### config.mk
export PLATFORM = sky130hd
export DESIGN_NAME = dmem_arbiter_flat
export DESIGN_NICKNAME = d
export VERILOG_FILES = /design/src/rtl/dmem_arbiter_if.sv /design/src/rtl/dmem_arbiter.sv /design/src/flat_wrapper.sv
export SDC_FILE = /design/constraint.sdc
export NUM_CORES = 1
export LEC_CHECK = 0
export CAP_MARGIN = 5
export CORE_MARGIN = 3
export CORE_UTILIZATION = 32
export DETAILED_ROUTE_END_ITERATION = 10
export HOLD_SLACK_MARGIN = 0.12
export MAX_ROUTING_LAYER = met4
export PLACE_DENSITY_LB_ADDON = 0.3
export SETUP_SLACK_MARGIN = 0.1
export SLEW_MARGIN = 20
export SYNTH_ARGS = -nofsm -noshare
export SYNTH_HDL_FRONTEND = slang
export SYNTH_SLANG_ARGS = --single-unit
### constraint.sdc
create_clock -name clk -period 3 [get_ports clk]
set_clock_uncertainty 0.1 [all_clocks]
set_input_delay 0.75 -clock clk [delete_from_list [all_inputs] [get_ports clk]]
set_output_delay 0.75 -clock clk [all_outputs]
set_load 0.01 [all_outputs]
### src/rtl/dmem_arbiter_if.sv
// Bus bundle between the two data-memory requesters, the arbiter and the
// single-port data memory. The arbiter uses the slave view; the requester/memory
// side uses the master view.
interface dmem_arbiter_if #(
    parameter int ADDR_W = 8,
    parameter int DATA_W = 16
);
    logic              req0;
    logic              we0;
    logic [ADDR_W-1:0] addr0;
    logic [DATA_W-1:0] wdata0;
    logic              gnt0;
    logic              rvalid0;

    logic              req1;
    logic              we1;
    logic [ADDR_W-1:0] addr1;
    logic [DATA_W-1:0] wdata1;
    logic              gnt1;
    logic              rvalid1;

    logic [DATA_W-1:0] rdata;

    logic              mem_en;
    logic              mem_we;
    logic [ADDR_W-1:0] mem_addr;
    logic [DATA_W-1:0] mem_wdata;
    logic [DATA_W-1:0] mem_rdata;

    modport slave (
        input  req0, we0, addr0, wdata0, req1, we1, addr1, wdata1, mem_rdata,
        output gnt0, rvalid0, gnt1, rvalid1, rdata,
               mem_en, mem_we, mem_addr, mem_wdata
    );

    modport master (
        output req0, we0, addr0, wdata0, req1, we1, addr1, wdata1, mem_rdata,
        input  gnt0, rvalid0, gnt1, rvalid1, rdata,
               mem_en, mem_we, mem_addr, mem_wdata
    );
endinterface

### src/rtl/dmem_arbiter.sv
// Two-requester round-robin arbiter for the shared single-port data memory.
// Requester 0 is the CPU, requester 1 the loader/debug port. An owner keeps
// the memory while it requests, but yields after MAX_BURST consecutive grants
// if the other side is waiting. Reads return one cycle after the grant.
module dmem_arbiter #(
    parameter int ADDR_W    = 8,
    parameter int DATA_W    = 16,
    parameter int MAX_BURST = 4
) (
    input  logic           clk,
    input  logic           rst,
    dmem_arbiter_if.slave  bus
);
    typedef enum logic [1:0] {IDLE, OWN0, OWN1} st_t;

    localparam logic [3:0] MAXB = 4'(MAX_BURST);

    st_t        st, st_nx;
    logic       last, last_nx;
    logic [3:0] cnt, cnt_nx;
    logic       rv0, rv1;

    logic       g0, g1;
    logic       own, r_own, r_oth, take_own, take_oth, at_lim;

    // State register; reset also kills any read issued in the reset cycle.
    always_ff @(posedge clk) begin
        if (rst) begin
            st   <= IDLE;
            last <= 1'b1;
            cnt  <= 4'd0;
            rv0  <= 1'b0;
            rv1  <= 1'b0;
        end else begin
            st   <= st_nx;
            last <= last_nx;
            cnt  <= cnt_nx;
            rv0  <= g0 & ~bus.we0;
            rv1  <= g1 & ~bus.we1;
        end
    end

    // Grant select and next-state: tie-break on last in IDLE, burst limit while owning.
    always_comb begin
        g0       = 1'b0;
        g1       = 1'b0;
        take_own = 1'b0;
        take_oth = 1'b0;
        own      = (st == OWN1);
        r_own    = own ? bus.req1 : bus.req0;
        r_oth    = own ? bus.req0 : bus.req1;
        at_lim   = (cnt >= MAXB);
        st_nx    = IDLE;
        last_nx  = last;
        cnt_nx   = 4'd0;

        if (!rst) begin
            if (st == IDLE) begin
                if (bus.req0 && bus.req1) begin
                    g0 = last;
                    g1 = ~last;
                end else begin
                    g0 = bus.req0;
                    g1 = bus.req1;
                end
            end else begin
                if (r_own && !(r_oth && at_lim))
                    take_own = 1'b1;
                else if (r_oth)
                    take_oth = 1'b1;
                g0 = own ? take_oth : take_own;
                g1 = own ? take_own : take_oth;
            end
        end

        if (g0 || g1) begin
            st_nx   = g1 ? OWN1 : OWN0;
            last_nx = g1;
            if (st == IDLE || g1 != own)
                cnt_nx = 4'd1;
            else if (at_lim)
                cnt_nx = MAXB;
            else
                cnt_nx = cnt + 4'd1;
        end
    end

    assign bus.gnt0      = g0;
    assign bus.gnt1      = g1;
    assign bus.mem_en    = g0 | g1;
    assign bus.mem_we    = (g0 & bus.we0) | (g1 & bus.we1);
    assign bus.mem_addr  = g1 ? bus.addr1  : (g0 ? bus.addr0  : '0);
    assign bus.mem_wdata = g1 ? bus.wdata1 : (g0 ? bus.wdata0 : '0);

    // rvalid is masked while reset is asserted so a read in flight is dropped.
    assign bus.rvalid0   = rv0 & ~rst;
    assign bus.rvalid1   = rv1 & ~rst;
    assign bus.rdata     = bus.mem_rdata;
endmodule

### src/flat_wrapper.sv
// flat-port wrapper written by rule: the top's interface ports become plain ports
module dmem_arbiter_flat 
#(
    parameter int ADDR_W    = 8,
    parameter int DATA_W    = 16,
    parameter int MAX_BURST = 4
)
  (clk, rst, bus_req0, bus_we0, bus_addr0, bus_wdata0, bus_req1, bus_we1, bus_addr1, bus_wdata1, bus_mem_rdata, bus_gnt0, bus_rvalid0, bus_gnt1, bus_rvalid1, bus_rdata, bus_mem_en, bus_mem_we, bus_mem_addr, bus_mem_wdata);
  dmem_arbiter_if #(.ADDR_W(ADDR_W), .DATA_W(DATA_W)) bus_i ();
  input  logic clk;
  input  logic rst;
  input wire logic [$bits(bus_i.req0)-1:0] bus_req0;
  input wire logic [$bits(bus_i.we0)-1:0] bus_we0;
  input wire logic [$bits(bus_i.addr0)-1:0] bus_addr0;
  input wire logic [$bits(bus_i.wdata0)-1:0] bus_wdata0;
  input wire logic [$bits(bus_i.req1)-1:0] bus_req1;
  input wire logic [$bits(bus_i.we1)-1:0] bus_we1;
  input wire logic [$bits(bus_i.addr1)-1:0] bus_addr1;
  input wire logic [$bits(bus_i.wdata1)-1:0] bus_wdata1;
  input wire logic [$bits(bus_i.mem_rdata)-1:0] bus_mem_rdata;
  output wire logic [$bits(bus_i.gnt0)-1:0] bus_gnt0;
  output wire logic [$bits(bus_i.rvalid0)-1:0] bus_rvalid0;
  output wire logic [$bits(bus_i.gnt1)-1:0] bus_gnt1;
  output wire logic [$bits(bus_i.rvalid1)-1:0] bus_rvalid1;
  output wire logic [$bits(bus_i.rdata)-1:0] bus_rdata;
  output wire logic [$bits(bus_i.mem_en)-1:0] bus_mem_en;
  output wire logic [$bits(bus_i.mem_we)-1:0] bus_mem_we;
  output wire logic [$bits(bus_i.mem_addr)-1:0] bus_mem_addr;
  output wire logic [$bits(bus_i.mem_wdata)-1:0] bus_mem_wdata;
  assign bus_i.req0 = bus_req0;
  assign bus_i.we0 = bus_we0;
  assign bus_i.addr0 = bus_addr0;
  assign bus_i.wdata0 = bus_wdata0;
  assign bus_i.req1 = bus_req1;
  assign bus_i.we1 = bus_we1;
  assign bus_i.addr1 = bus_addr1;
  assign bus_i.wdata1 = bus_wdata1;
  assign bus_i.mem_rdata = bus_mem_rdata;
  assign bus_gnt0 = bus_i.gnt0;
  assign bus_rvalid0 = bus_i.rvalid0;
  assign bus_gnt1 = bus_i.gnt1;
  assign bus_rvalid1 = bus_i.rvalid1;
  assign bus_rdata = bus_i.rdata;
  assign bus_mem_en = bus_i.mem_en;
  assign bus_mem_we = bus_i.mem_we;
  assign bus_mem_addr = bus_i.mem_addr;
  assign bus_mem_wdata = bus_i.mem_wdata;
  dmem_arbiter #(.ADDR_W(ADDR_W), .DATA_W(DATA_W), .MAX_BURST(MAX_BURST)) u_core (.clk(clk), .rst(rst), .bus(bus_i));
endmodule
* Word level (Yosys, flattened, before mapping)
Cells that the tools add are included.
Storage, ports and cells: register bits after elaboration 9, input port bits 70, output and inout port bits 46, logic and storage cells 54
Operators by class: add/subtract/negate cells 1, $lt $le $gt $ge 1, equality and inequality tests 2, muxes and demuxes 20, bitwise logic cells 13, reductions and logical operators 10
Operators with widths (count):
- 2-to-1 mux 16 bit | 2
- 2-to-1 mux 8 bit | 2
- 2-to-1 mux 1 bit | 14
- bitwise AND 1 bit | 6
- inverter 1 bit | 5
- adder 4 x 1 -> 4 bit, second input constant | 1
- greater-or-equal comparator 4 x 3 -> 1 bit, second input constant | 1
- OR reduction 4 bit | 1
- logical AND 1 bit | 3
- 2-to-1 mux 3 bit | 1
- OR reduction 3 bit | 1
- == test 2 bit, second input constant | 1
- zero test 2 bit | 1
- logical OR 1 bit | 2
- 2-to-1 mux 2 bit | 1
- bitwise OR 1 bit | 2
- OR reduction 2 bit | 1
- zero test 1 bit | 1
- != test 1 bit | 1

* Longest topological paths before layout
depth after elaboration 12, depth in mapped cells 6, mapped depth without buffers 4

* Least setup slack after synthesis
Ideal clock, no wire load.
path kind input-to-output, start input bus_req1, end output bus_mem_wdata[10], arrival 1754 ps, required time 2150 ps, path slack 396 ps, cell stages on the path 4, path buffers 2, cells stage by stage clkbuf_1 -> o311ai_2 -> buf_6 -> o32ai_1
Between the ends: cells in the longest elaborated chain, start to end 10, elaborated cells on any way between the ends 19, classes of those cells mux: 15; reduce/logical: 4
Ends and longest elaborated chain:
- start, declared | line flat_wrapper.sv:16 | input wire logic [$bits(bus_i.req1)-1:0] bus_req1;
- 2-to-1 mux 1 bit | line dmem_arbiter.sv:51 | r_oth = own ? bus.req0 : bus.req1;
- logical AND 1 bit | line dmem_arbiter.sv:67 | if (r_own && !(r_oth && at_lim))
- zero test 1 bit | line dmem_arbiter.sv:67
- logical AND 1 bit | line dmem_arbiter.sv:67
- 2-to-1 mux 1 bit | line dmem_arbiter.sv:67
- 2-to-1 mux 1 bit | line dmem_arbiter.sv:71 | g0 = own ? take_oth : take_own;
- 2-to-1 mux 1 bit | line dmem_arbiter.sv:58 | if (st == IDLE) begin
- 2-to-1 mux 1 bit | line dmem_arbiter.sv:57 | if (!rst) begin
- 2-to-1 mux 16 bit | line dmem_arbiter.sv:93 | assign bus.mem_wdata = g1 ? bus.wdata1 : (g0 ? bus.wdata0 : '0);
- 2-to-1 mux 16 bit * | line dmem_arbiter.sv:93
- end, declared | line flat_wrapper.sv:29 | output wire logic [$bits(bus_i.mem_wdata)-1:0] bus_mem_wdata;
Mark *: on every way between the ends. The rest lies on a longest branch, timed or not.

* Worst setup path in the final report
start input bus_req0, end output bus_mem_wdata[13]
Between the ends: cells in the longest elaborated chain, start to end 10, elaborated cells on any way between the ends 19, classes of those cells mux: 15; reduce/logical: 4
Ends and longest elaborated chain:
- start, declared | line flat_wrapper.sv:12 | input wire logic [$bits(bus_i.req0)-1:0] bus_req0;
- 2-to-1 mux 1 bit | line dmem_arbiter.sv:51
- logical AND 1 bit | line dmem_arbiter.sv:67
- zero test 1 bit | line dmem_arbiter.sv:67
- logical AND 1 bit | line dmem_arbiter.sv:67
- 2-to-1 mux 1 bit | line dmem_arbiter.sv:67
- 2-to-1 mux 1 bit | line dmem_arbiter.sv:71
- 2-to-1 mux 1 bit | line dmem_arbiter.sv:58
- 2-to-1 mux 1 bit | line dmem_arbiter.sv:57
- 2-to-1 mux 16 bit | line dmem_arbiter.sv:93
- 2-to-1 mux 16 bit * | line dmem_arbiter.sv:93
Marked as above.

==> run metrics <==
FF-to-FF path depth=7; Pleak=approximately 0.9 nW; Net Switching=~0.18 mW; max-cap violation count=0; RR Startpoint=u_core.cnt[3]; Post-Synth Simple-Gate Area=between 20% and 30%; number of vias per cell=between 4 and 5; fmax=344 MHz; Crit Path Category=input port to output pin; Nets=around 300; Post-Synth Adder-Cell Area=under 10%; ys async rst share=0%; Worst R2R End=u_core.rv1; Required @ worst endpoint=between 2000 and 2500 ps; area grow syn2layout=74.5%; WL/cell=14.7 um; CP Launch Type=input port; Hold Fails Final Rpt=0; Clock Path Buffers=2; Fill cells=311; die height=roughly 65 um; syn_nets=220; # IOs=116; YS warnings=0; Die Area=roughly 4300 sq um; Setup Viol. Count Final=0; CP endpoint kind=output pin; share of layout cells above drive strength 1=30.1%; total power=0.531 mW; Net Sw Frac=between 30% and 40%; CTS sink cnt=9; Final ANT Viol Nets=0; Compound-Gate Fraction of Synth Area=about a third; vias in the first global route=about 1300; First-pass DRT Iterations=4; largest family of logic cells by synthesized area=compound AO/OA/AOI/OAI gates; Flop pwr share=roughly a quarter; Mapped Cells=149; hold buffer count at CTS=0; fin crit period=a little under 3000 ps; Starting Density=a little over a third; CTS tree=yes; CP Launch Point=bus_req0; Die X=65.5 um; synth top area cells=dfxtp_1 16%, nand2b_1 14%, o32ai_1 14%; Cell variety after synth=31; post-synthesis xor/xnor area fraction=0%; Seq cells post-synth=9; dominant synthesized flop cell=dfxtp_1; first-pass GRT wire length=6090 um; Synth Cell Area=roughly 1100 sq um; Final Max Tran Viols=0; gr usage total=between 10% and 20%; Placer Congestion=roughly 0.73; VDD IR-drop max=0.0000997 V; Seq/Total Area, Yosys=between 15 and 20%; gr ovfl total=0; site row count=20; Yosys top cell by area=dfxtp_1; placed insts=260; DRT Wirelength=around 4000 um; H-tree levels=1; syn avg cell area=~7.6 sq um; clk root buf=clkbuf_4; Hold Crit Class=register to register; drt initial violations=42; largest net degree at the start of global routing=between 50 and 60; share of the synthesized area in the top cell type=about 16%; Core Area=3200 sq um; CP endpoint=bus_mem_wdata[13]; power density over the cells=roughly 270 nW/um^2; DP Worst Slack=-576 ps; Synth top cells by count=26 x inv_1, 26 x nand2b_1, 18 x o32ai_1; clock slew at reported path FFs=approximately 60 ps; ant diodes=0; Clk pwr share=between 15 and 20%; Port-buffer cells=slightly above 80; RSZ-0062 raised after global routing=true; status=complete, no violations; Detail Placement HPWL=3100 um; non-filler cells, final=270; CTS buffer count=3; crit path DAT=2060 ps; worst setup margin=between 90 and 100 ps; Gate power share=57.8%; worst-path fanout max=7; final period utilization=a little over nine tenths; via count=between 1000 and 1500; number of flops mapped to enable cells by yosys=0; Pint=0.355 mW; antenna violations before repair=0; mux contribution to synthesized area=0%; Worst R2R Setup Slack=approximately 1300 ps; DRC viols=0; worst skew pair latency=250 ps
==> power groups by stage <==
stage	combinational [mW]	sequential [mW]	clock [mW]
3_3_place_gp	0.303	0.135	0
4_1_cts	0.294	0.132	0.0973
5_1_grt	0.331	0.134	0.104
2_1_floorplan	0.156	0.134	0
3_5_place_dp	0.309	0.135	0
6_report	0.307	0.133	0.0911
==> through the flow <==
step | setup TNS, ps | cell area, sq um | hold slack [ps] | utilization, %
6_report | 0 | 1980 | 469 | 61.7
5_1_grt | 0 | 1980 | 488 | 61.7
4_1_cts | 0 | 1940 | 462 | 60.5
3_5_place_dp | -14200 | 1960 | 448 | 61.1
3_3_place_gp | -13690 | 1960 | 438 | 61.1
2_1_floorplan | 0 | 1130 | 412 | -
==> kinds of logic after synthesis <==
family                   count (synthesis)
AO/OA/AOI/OAI                           36
adder cells (fa/ha/maj)                  1
buffers and inverters                   55
flip-flops                               9
other                                    1
AND/OR/NAND/NOR                         47
==> sequential cells by signal, indices dropped and copies added, names as in the netlist <==
signal and count:
u_core.rv0 1, u_core.cnt 4, u_core.st 2, u_core.last 1, u_core.rv1 1
==> layout by cell type, fill, tap and decap left out, types with 2 or more instances in the layout <==
cell | netlist | final
nor2_1 | 8 | 8
dfxtp_1 | 9 | 9
nand2_1 | 2 | 2
inv_1 | 26 | 25
clkbuf_2 | 0 | 10
buf_12 | 0 | 3
buf_6 | 4 | 3
buf_2 | 1 | 17
dlygate4sd2_1 | 0 | 2
o21ai_0 | 2 | 2
and3_1 | 2 | 2
buf_4 | 16 | 11
nor2b_1 | 2 | 2
nand2b_1 | 26 | 26
buf_8 | 0 | 2
clkbuf_4 | 0 | 3
a21oi_1 | 2 | 2
o32ai_1 | 18 | 13
o32ai_2 | 7 | 12
clkdlybuf4s50_1 | 0 | 53
==> worst min path at each step <==
stage                             end  slack, ps        start  cells past startpoint
final                     u_core.last        470  u_core.last                      2
after global routing      u_core.last        490  u_core.last                      2
after CTS                 u_core.last        460  u_core.last                      2
after detailed placement  u_core.last        450  u_core.last                      2
after global placement    u_core.last        440  u_core.last                      2
after floorplan           u_core.last        410  u_core.last                      2
==> critical path: stages <==
cell	delay, ps
buf_8	80
inv_2	30
a2111o_1	410
buf_6	130
o311ai_4	120
buf_12	180
buf_8	120
o32ai_2	80
buf_2	150
==> final cells by class <==
cell class | count | area, sq um | area share (%)
timing repair buffer | 102 | 915 | 46.3
multi-input combinational | 85 | 702 | 35.5
sequential | 9 | 180 | 9.12
inverter | 26 | 97.6 | 4.94
clock buffer | 4 | 26.3 | 1.33
tap | 44 | 55.1 | 2.79
==> what timing repair did <==
action,in CTS,in global routing
resized for setup,85,40
pin swaps,0,3
setup endpoints to repair,28,26
gates cloned,0,1
buffers inserted,5,0
endpoints found under the hold margin,0,0
==> metal layers <==
layer / vias to the layer above / share of wire (%) / global-route usage (%)
met5: - / 0 / -
met4: 0 / 2.2 / 8.03
met3: 18 / 8.0 / 4.44
met2: 47 / 57 / 34.5
met1: 619 / 33 / 17.4
li1: 652 / - / -
(Power assumes the default switching activity.)
